<file path="src/rtl/layer_bus_serializer.sv">
// ============================================================================
//  Module   : layer_bus_serializer
//  Purpose  : Ping-pong buffered serializer from a layer's parallel result bus
//             to a one-word-per-cycle valid/ready stream, lowest word first.
//             Optional macro LAYER_SERIALIZER_RELU_EN clamps negative words.
//  Revision : 1.0 - initial release
// ============================================================================
`default_nettype none

module layer_bus_serializer #(
    parameter int dataWidth = 16,
    parameter int neuron_no = 20,
    parameter int frac_bits = 11
) (
    input  logic                           clk,
    input  logic                           rst_n,
    input  logic                           done_in,
    input  logic [dataWidth*neuron_no-1:0] data_in,
    output logic [dataWidth-1:0]           data_out,
    output logic                           valid_out,
    input  logic                           ready_in,
    output logic                           last_out,
    output logic                           freeze_r,
    output logic                           done_out,
    output logic                           overrun,
    input  logic                           overrun_clr
);

    localparam int                   c_IDX_W    = $clog2(neuron_no);
    localparam int                   c_FRAME_W  = dataWidth * neuron_no;
    localparam logic [c_IDX_W-1:0]   c_LAST_IDX = c_IDX_W'(neuron_no - 1);

    if (neuron_no < 2 || frac_bits >= dataWidth) begin : g_param_check
        $error("layer_bus_serializer: illegal neuron_no or frac_bits");
    end

    typedef enum logic {
        ST_IDLE   = 1'b0,
        ST_STREAM = 1'b1
    } state_t;

    state_t               state_q, state_d;
    logic [c_FRAME_W-1:0] bank_q [2];
    logic [1:0]           full_q, full_d;
    logic                 wr_bank_q, wr_bank_d;
    logic                 rd_bank_q, rd_bank_d;
    logic [c_IDX_W-1:0]   idx_q, idx_d;
    logic [dataWidth-1:0] data_out_q, data_out_d;
    logic                 last_out_q, last_out_d;
    logic                 done_out_q, done_out_d;
    logic                 overrun_q, overrun_d;

    logic                 w_xfer;
    logic                 w_release;
    logic                 w_capture;
    logic                 w_drop;
    logic [c_FRAME_W-1:0] w_rd_frame;
    logic [dataWidth-1:0] w_word;
    logic [dataWidth-1:0] w_word_out;

    assign w_xfer    = (state_q == ST_STREAM) && ready_in;
    assign w_release = w_xfer && (idx_q == c_LAST_IDX);
    // A bank released on this edge is free for a same-cycle capture.
    assign w_capture = done_in && (!full_q[wr_bank_q] || (w_release && (rd_bank_q == wr_bank_q)));
    assign w_drop    = done_in && !w_capture;

    always_comb begin
        state_d    = state_q;
        full_d     = full_q;
        wr_bank_d  = wr_bank_q;
        rd_bank_d  = rd_bank_q;
        idx_d      = idx_q;
        done_out_d = 1'b0;
        overrun_d  = overrun_q;

        if (w_release) full_d[rd_bank_q] = 1'b0;
        if (w_capture) begin
            full_d[wr_bank_q] = 1'b1;
            wr_bank_d         = ~wr_bank_q;
        end

        if (w_drop)           overrun_d = 1'b1;
        else if (overrun_clr) overrun_d = 1'b0;

        case (state_q)
            ST_IDLE: begin
                if (full_q[rd_bank_q]) state_d = ST_STREAM;
            end
            ST_STREAM: begin
                if (w_xfer) begin
                    if (idx_q != c_LAST_IDX) begin
                        idx_d = idx_q + 1'b1;
                    end else begin
                        rd_bank_d  = ~rd_bank_q;
                        idx_d      = '0;
                        done_out_d = 1'b1;
                        if (!full_q[~rd_bank_q]) state_d = ST_IDLE;
                    end
                end
            end
            default: state_d = ST_IDLE;
        endcase
    end

    // Output word is looked up from the next-cycle pointer so data_out is a register.
    always_comb begin
        w_rd_frame = bank_q[rd_bank_d];
        w_word     = '0;
        for (int k = 0; k < neuron_no; k++) begin
            if (idx_d == c_IDX_W'(k)) w_word = w_rd_frame[k*dataWidth +: dataWidth];
        end
    end

`ifdef LAYER_SERIALIZER_RELU_EN
    assign w_word_out = w_word[dataWidth-1] ? '0 : w_word;
`else
    assign w_word_out = w_word;
`endif

    always_comb begin
        data_out_d = (state_d == ST_STREAM) ? w_word_out : '0;
        last_out_d = (state_d == ST_STREAM) && (idx_d == c_LAST_IDX);
    end

    always_ff @(posedge clk or negedge rst_n) begin
        if (!rst_n) begin
            state_q    <= ST_IDLE;
            full_q     <= '0;
            wr_bank_q  <= 1'b0;
            rd_bank_q  <= 1'b0;
            idx_q      <= '0;
            data_out_q <= '0;
            last_out_q <= 1'b0;
            done_out_q <= 1'b0;
            overrun_q  <= 1'b0;
        end else begin
            state_q    <= state_d;
            full_q     <= full_d;
            wr_bank_q  <= wr_bank_d;
            rd_bank_q  <= rd_bank_d;
            idx_q      <= idx_d;
            data_out_q <= data_out_d;
            last_out_q <= last_out_d;
            done_out_q <= done_out_d;
            overrun_q  <= overrun_d;
        end
    end

    always_ff @(posedge clk) begin
        if (w_capture) bank_q[wr_bank_q] <= data_in;
    end

    assign valid_out = (state_q == ST_STREAM);
    assign data_out  = data_out_q;
    assign last_out  = last_out_q;
    assign done_out  = done_out_q;
    assign overrun   = overrun_q;
    assign freeze_r  = !(valid_out && ready_in);

endmodule

`default_nettype wire

</file>
<file path="config.mk">
export PLATFORM = sky130hd
export DESIGN_NAME = layer_bus_serializer
export DESIGN_NICKNAME = d
export VERILOG_FILES = /design/src/rtl/layer_bus_serializer.sv
export SDC_FILE = /design/constraint.sdc
export NUM_CORES = 1
export LEC_CHECK = 0
export BUFFER_PORTS_ARGS = -buffer_cell sky130_fd_sc_hd__buf_4
export CAP_MARGIN = 20
export CORE_UTILIZATION = 58
export DETAILED_ROUTE_END_ITERATION = 8
export PLACE_DENSITY = 0.81
export SYNTH_ARGS = -nofsm -noshare
export SYNTH_HDL_FRONTEND = slang
export SYNTH_SLANG_ARGS = --single-unit
</file>
<file path="constraint.sdc">
create_clock -name clk -period 20.4 [get_ports clk]
set_input_delay 4.08 -clock clk [delete_from_list [all_inputs] [get_ports clk]]
set_output_delay 4.08 -clock clk [all_outputs]
set_load 0.1 [all_outputs]
</file>
==> summary.txt <==
Outcome
  – Outcome: completed

Place
  – Cell Area, Placed: 30,100 µm²
  – Port Buf Inserts: 345
  – Hpwl dp: 52.5 mm
  – RD Place Congestion: 0.973
  – Inst Count DP: 2,645

Logic synthesis
  – Ys flop type: edfxtp_1
  – Asr flop ratio synth: 0.0433
  – Netlist cell types: 64
  – Seq/Total Area, Yosys: 0.738
  – Mapped Area: 27,000 µm²
  – #FFs+latches synth: 669
  – Post-synthesis adder-cell area fraction: 0.000463
  – Post-synthesis xor/xnor area fraction: 0.000324
  – Ys Warns: 0
  – Synthesized instance count: 1,783
  – Compound-Gate Fraction of Synth Area: 0.103
  – Simple-Gate Fraction of Synth Area: 0.0700
  – Post-synth EDFFs: 640
  – Syn nets: 2,109
  – Mux contribution to synthesized area: 0.0675
  – Syn Area/Cell: 15.2 µm²
  – Main combinational cell family by area after synthesis: compound AO/OA/AOI/OAI gates

Die
  – Ports: 346
  – Area of the core: 45,700 µm²
  – Die height: 218 µm
  – Die area: 47,500 µm²
  – Row Count: 78
  – Die width: 218 µm
  – Effective utilization at floorplan: 0.592

STA
  – Hold Fails Final Rpt: 0
  – RSZ-0062 raised after global routing: no
  – Minimum hold slack: 549 ps
  – Setup TNS: 0 ps
  – Tcrit/Tclk final: 0.430
  – Final Max Tran Viols: 0
  – Final Setup Violations: 0
  – Rel. slew slack: 0.0126
  – Clk_skew: 20.3 ps
  – Min Clock Period, post-route: 8770 ps
  – Peak Freq: 114 MHz
  – Worst-Margin Slew: 1480 ps

Worst hold path
  – HP Class: reg -> reg

Route
  – # DRC: 0
  – Post-route ant nets: 0
  – DR WL/cell: 28.2 µm
  – Via count: 18,000
  – Initial DRC count: 2,972
  – WL final: 78.2 mm
  – Drt pass-1 iters: 5
  – Avg Vias per Cell: 6.51

Clock network
  – Clock Latency Late Sink: 610 ps
  – Clock transition at path regs: 60 ps
  – Number of CTS-inserted buffers: 68
  – Root Driver: clkbuf_16
  – CTS tree: yes
  – Clk sink count: 669
  – Postcts setup bufs: 0
  – Cts hold-fix bufs: 0
  – Post-cts resize count: 0
  – Clock buffer depth: 3
  – # H-tree levels: 3

Critical path
  – CP endpoint kind: output port
  – Worst R2R Setup Slack: 15,220 ps
  – RR Endpoint: data_out[14]
  – Most used cell, CP: buf_4
  – Worst path max stage delay: 320 ps
  – Crit path to: freeze_r
  – Slowest-stage cell, CP: buf_4
  – Crit path max fanout: 9
  – R2r startpoint: idx_q[1]
  – CP cell instances: buf_4 -> nand2_2 -> buf_4
  – Critical path type: in -> out
  – Worst Setup SP: ready_in
  – R2R cell count: 11
  – Crit path DAT: 4690 ps
  – Critical Path RT: 16,320 ps
  – Crit path launch type: input pin

Global routing
  – First-pass GRT wire length: 111 mm
  – Number of global-route vias before repair: 17,400
  – Total grt overflow: 0
  – All-layer global routing usage: 0.329
  – Initial antenna violation count: 9
  – Pin count of the biggest net entering global routing: 189

Layout
  – Final Cell Area: 32,200 µm²
  – Non-Filler Instances: 2,770
  – Fin util: 0.705
  – Final net count: 2,442
  – Fraction of layout instances using a drive strength above 1: 0.240
  – Fill count: 2,938
  – Area delta synth->final: 19.1%

Pwr
  – Pwr per Cell Area: 125 nW/µm²
  – Maximum vdd drop: 154 µV
  – Leak: 11.5 nW

Flow run
  – Maximum Capacitance Violations: 0
-- cells in the mapped netlist (29+ instances only) --
| cell type | instances | share of area |
|---|---|---|
| a21oi_1 | 70 | 0.013 |
| a31oi_1 | 63 | 0.015 |
| dfrtp_1 | 29 | 0.027 |
| o211ai_1 | 30 | 0.0083 |
| nand3_1 | 39 | 0.0072 |
| o22ai_1 | 45 | 0.010 |
| clkbuf_1 | 62 | 0.0086 |
| edfxtp_1 | 640 | 0.71 |
| nand2_1 | 285 | 0.040 |
| o21ai_0 | 39 | 0.0072 |
| mux2i_1 | 144 | 0.053 |
| mux2_2 | 32 | 0.013 |
-- flip-flops by register name, summed over array words and instances, names as in the netlist --
name,flops
done_out,1
bank_q,640
full_q,2
valid_out,1
rd_bank_q,1
overrun,1
data_out,16
idx_q,5
last_out,1
wr_bank_q,1
-- cells in the final DEF, fill, tap and decap left out, types with 29 or more instances in the layout --
cell type / n
a21oi_1: 69
o211ai_1: 30
dfrtp_1: 29
nand2_1: 285
o21ai_0: 39
buf_4: 369
o22ai_1: 45
nand3_1: 39
edfxtp_1: 640
mux2i_1: 144
a31oi_1: 63
clkbuf_16: 71
mux2_2: 32
-- area by class of cell --
cell class | count | area [µm²] | area share
timing repair buffer | 371 | 2810 | 0.0873
clock buffer | 91 | 1870 | 0.0581
antenna | 4 | 10.0 | 0.000311
inverter | 7 | 38.8 | 0.00120
tap | 600 | 751 | 0.0233
clock inverter | 29 | 215 | 0.00668
multi-input combinational | 999 | 6560 | 0.204
sequential | 669 | 19900 | 0.619
-- metrics by stage --
stage	worst slack (ps)	total power, mW
floorplan	891	2.49
finish	11630	4.04
detailed placement	11550	2.85
CTS	11640	4.02
global route	11620	4.16
global placement	11650	2.83
-- metal layers --
| metal | wire length, µm | part of all wire | global-route usage |
|---|---|---|---|
| met1 | 27500 | 0.35 | 0.435 |
| met2 | 36400 | 0.47 | 0.506 |
| met3 | 10000 | 0.13 | 0.0861 |
| met4 | 4200 | 0.054 | 0.170 |
| met5 | 61 | 0.00078 | 0 |
-- cell families (layout without fill, tap and decap cells) --
| logic type | after synthesis | after routing |
|---|---|---|
| flip-flops | 669 | 669 |
| AND/OR/NAND/NOR | 421 | 421 |
| AO/OA/AOI/OAI | 399 | 399 |
| multiplexers | 177 | 177 |
| buffers and inverters | 115 | 498 |
| adder cells (fa/ha/maj) | 1 | 1 |
| XOR/XNOR | 1 | 1 |
| other | 0 | 4 |
-- power breakdown --
part | switching [mW] | total (mW) | internal, mW
combinational | 0.830 | 1.25 | 0.423
clock | 0.506 | 1.18 | 0.672
sequential | 0.0381 | 1.61 | 1.57
-- worst max-delay path: cells and delay by family --
kind                   cells  cell delay, ps
buffers and inverters      2             470
AND/OR/NAND/NOR            1             130
-- how the worst min path moves through the flow --
stage	start	to	cells after the start
6_report	overrun	overrun	2
5_1_grt	overrun	overrun	2
4_1_cts	overrun	overrun	2
3_5_place_dp	overrun	overrun	2
3_3_place_gp	overrun	overrun	2
2_1_floorplan	full_q[1]	full_q[1]	2
Power figures use the tool's default switching activity.
